File: config.mk
export PLATFORM = sky130hd
export DESIGN_NAME = clock_divider
export DESIGN_NICKNAME = d
export VERILOG_FILES = /design/src/rtl/clock_divider.sv
export SDC_FILE = /design/constraint.sdc
export NUM_CORES = 1
export LEC_CHECK = 0
export ABC_AREA = 0
export BUFFER_PORTS_ARGS = -buffer_cell sky130_fd_sc_hd__buf_2
export CAP_MARGIN = 20
export CORE_AREA = 2 2 39 41
export CTS_BUF_LIST = sky130_fd_sc_hd__clkbuf_2 sky130_fd_sc_hd__clkbuf_4 sky130_fd_sc_hd__clkbuf_8
export CTS_CLUSTER_SIZE = 25
export DETAILED_ROUTE_END_ITERATION = 8
export DIE_AREA = 0 0 41 43
export SLEW_MARGIN = 5
export SYNTH_ARGS = -nofsm -noshare
export SYNTH_HDL_FRONTEND = slang
export SYNTH_SLANG_ARGS = --single-unit
File: constraint.sdc
create_clock -name clk -period 1.45 [get_ports clk]
set_input_delay 0.435 -clock clk [delete_from_list [all_inputs] [get_ports clk]]
set_output_delay 0.435 -clock clk [all_outputs]
set_load 0.05 [all_outputs]
File: src/rtl/clock_divider.sv
// Binary clock divider: a 5-bit free-running counter whose bits are the /2../32 outputs.
// Define CLOCK_DIVIDER_POWERON_INIT_EN to give the counter a power-on value of zero.
module clock_divider (
    input  logic clk,
    input  logic rst,
    output logic divideby2,
    output logic divideby4,
    output logic divideby8,
    output logic divideby16,
    output logic divideby32
);

`ifdef CLOCK_DIVIDER_POWERON_INIT_EN
    // Power-on value lets FPGA builds and reset-free benches count from time 0.
    logic [4:0] cnt = 5'd0;
`else
    logic [4:0] cnt;
`endif

    // NOTE: non-blocking assignment keeps the counter update race-free against other edge-triggered logic.
    always_ff @(posedge clk) begin
        if (rst) begin
            cnt <= 5'd0;
        end else begin
            cnt <= cnt + 5'd1;
        end
    end

    // Outputs come straight from flop bits, so they are glitch-free and rst/clk never reach them combinationally.
    assign divideby2  = cnt[0];
    assign divideby4  = cnt[1];
    assign divideby8  = cnt[2];
    assign divideby16 = cnt[3];
    assign divideby32 = cnt[4];

endmodule

==> metrics.md <==
| Metric | Value |
|---|---|
| Status | finished, final reports clean |
| Total GRT Usage | between 5 and 6% |
| # rows | 14 |
| Num CTS Buffers | 3 |
| Worst slew margin | 83.2% |
| Largest net degree at the start of global routing | 8 |
| PwrDens | 1370 nW/µm² |
| Layout cells sized above 1 | approximately 43% |
| Initial DRC count | 6 |
| Critical Path AT | 0.90 ns |
| CORE AREA | 1380 µm² |
| Leak pwr | 0.134 nW |
| Final wirelength | 358 µm |
| Pre-antenna DRT Iters | 2 |
| Max Fclk | 0.749 GHz |
| Synth-to-layout area growth | 41.0% |
| Final core utilization | 19.9% |
| Post-synthesis cell count | 18 |
| Avg Vias per Cell | 3.70 |
| Setup violators final | 0 |
| Top delay family on crit path | flip-flops |
| CTS tree | built |
| GRT overflow | 0 |
| Final Max Tran Viols | 0 |
| Hold path endpoint | cnt[0] |
| Slew @ Worst Pin | between 0.2 and 0.3 ns |
| Post-Syn Nets | 21 |
| Fin area | 275 µm² |
| Ports | 7 |
| PostCTS Resize Cnt | 0 |
| Clock tree buffer depth | 2 |
| Initial antenna violation count | 0 |
| Min-delay src | rst |
| CP max FO | 4 |
| Htree depth | 1 |
| First-pass GRT wire length | 621 µm |
| Slowest cell on crit path | dfxtp_1 |
| Period Utilization, post-route | between 90% and 100% |
| Top area cells in the synthesized netlist | dfxtp_1 51%, mux2_4 15%, nor2b_1 9.6% |
| Vias in the first global route | 157 |
| CP max stage delay | ~0.37 ns |
| Die extent in y | 43 µm |
| Setup slack after layout | about 0.11 ns |
| Area share of the largest cell type after synthesis | between 50% and 60% |
| CP Capture Type | output port |
| HP Class | input pin to flip-flop |
| Fin crit period | 1.34 ns |
| Flop2flop setup slack | approximately 0.36 ns |
| Max-cap viol count | 0 |
| Seq/Total Area, Yosys | ~50% |
| Worst r2r src | cnt[0] |
| WL/cell | 8.14 µm |
| Placed cell area | 245 µm² |
| Post-synthesis cell type count | 7 |
| Die area | between 1500 and 2000 µm² |
| Global placement routability congestion | ~0.64 |
| VDD IR max | 599 µV |
| CTS root buf | clkbuf_4 |
| Final Hold Vio Count | 0 |
| Port-buffer cells | 6 |
| Dpl ws | about 0.36 ns |
| Regs by FF count | cnt (5) |
| N_diodes | 0 |
| Die width | 41 µm |
| Critical-path cell list | buf_2 |
| Post-synth top area cell | dfxtp_1 |
| Worst Skew | around 0.00055 ns |
| Worst reg2reg path depth | 3 |
| Hold_buf cts | 0 |
| CTS Sinks | 5 |
| Mapped cell area | between 150 and 200 µm² |
| Buffers plus inverters on the worst setup path | 1 |
| Setup TNS Final | 0 ns |
| Number of flip-flops in the largest register | 5 |
| ANT nets after route | 0 |
| DRC violations left | 0 |
| Latest clock arrival within the worst-skew pair | 0.24 ns |
| Hold path cells | 2 |
| Largest register by flop count | cnt |
| Vias | 163 |
| Fin nets | 32 |
| RSZ-0062 raised after global routing | false |
| Initial core utilization | 14.1% |
| Reg2reg end | cnt[4] |
| Setup Crit Path Kind | flip-flop to output port |
| Post-CTS Setup Repair Bufs | 0 |
| Clock Pin Slew Worst Setup and Hold Paths | 0.04 ns |
| Critical Path Source Type | flip-flop |
| YS warnings | 0 |
| Synthesis-stage register bit count | 5 |
| Total power | around 0.38 mW |
| WP data required | slightly above 1 ns |
| Post-Syn Area per Cell | about 11 µm² |
==> per-layer routing <==
layer | GRT usage (%) | wire (µm)
met1 | 4.84 | 131
met2 | 8.13 | 166
met3 | 7.85 | 60
met4 | 2.00 | 0
met5 | 0 | 0
==> worst max path at each step <==
| stage | start | endpoint | slack, ns | cells past startpoint |
|---|---|---|---|---|
| 6_report | cnt[2] | divideby8 | 0.11 | 1 |
| 5_1_grt | cnt[2] | divideby8 | 0.07 | 1 |
| 4_1_cts | cnt[2] | divideby8 | 0.09 | 1 |
| 3_5_place_dp | cnt[2] | divideby8 | 0.36 | 1 |
| 3_3_place_gp | cnt[2] | divideby8 | 0.36 | 1 |
| 2_1_floorplan | cnt[0] | cnt[4] | 0.002 | 3 |
==> cells in the final DEF (no fill, tap or decap), drive strengths merged <==
master / Yosys / routed
buf: 0 / 6
xnor2: 1 / 1
dfxtp: 5 / 5
nor2: 4 / 4
ha: 1 / 1
nand3: 2 / 2
mux2: 2 / 2
nor2b: 3 / 3
clkbuf: 0 / 4
==> kinds of logic (layout without fill, tap and decap cells) <==
kind of cell  Yosys count  count (layout)  share of synthesized area, %
flops                   5               5                          51.3
simple gates            9               9                          22.4
fa+ha+maj               1               1                          6.41
buf+inv                 0              10                             0
mux                     2               2                          15.4
xor+xnor                1               1                          4.49
==> synth_stat cells <==
cell type,number
xnor2_1,1
nand3_1,2
mux2_4,2
dfxtp_1,5
nor2b_1,3
ha_1,1
nor2_1,4
==> through the flow <==
| stage | instances | hold WS [ns] |
|---|---|---|
| after floorplan | 18 | 0.502 |
| after detailed placement | 40 | 0.450 |
| after CTS | 44 | 0.435 |
| after global routing | 44 | 0.445 |
| final | 44 | 0.439 |
| after global placement | 40 | 0.443 |
==> power breakdown <==
group,leakage [nW],switching (mW),total [mW],internal (mW)
logic,0.0751,0.0344,0.0472,0.0128
clock network,0.0184,0.0557,0.178,0.123
registers,0.0409,0.00618,0.151,0.145
total,0.134,0.0962,0.377,0.281
==> final cells by class <==
cell class | instances | area, µm²
clock buffer | 4 | 30.0
fill | 157 | 1110
multi-input combinational | 13 | 95.1
timing repair buffer | 6 | 30.0
sequential | 5 | 100
tap | 16 | 20.0
(Power assumes the default switching activity.)
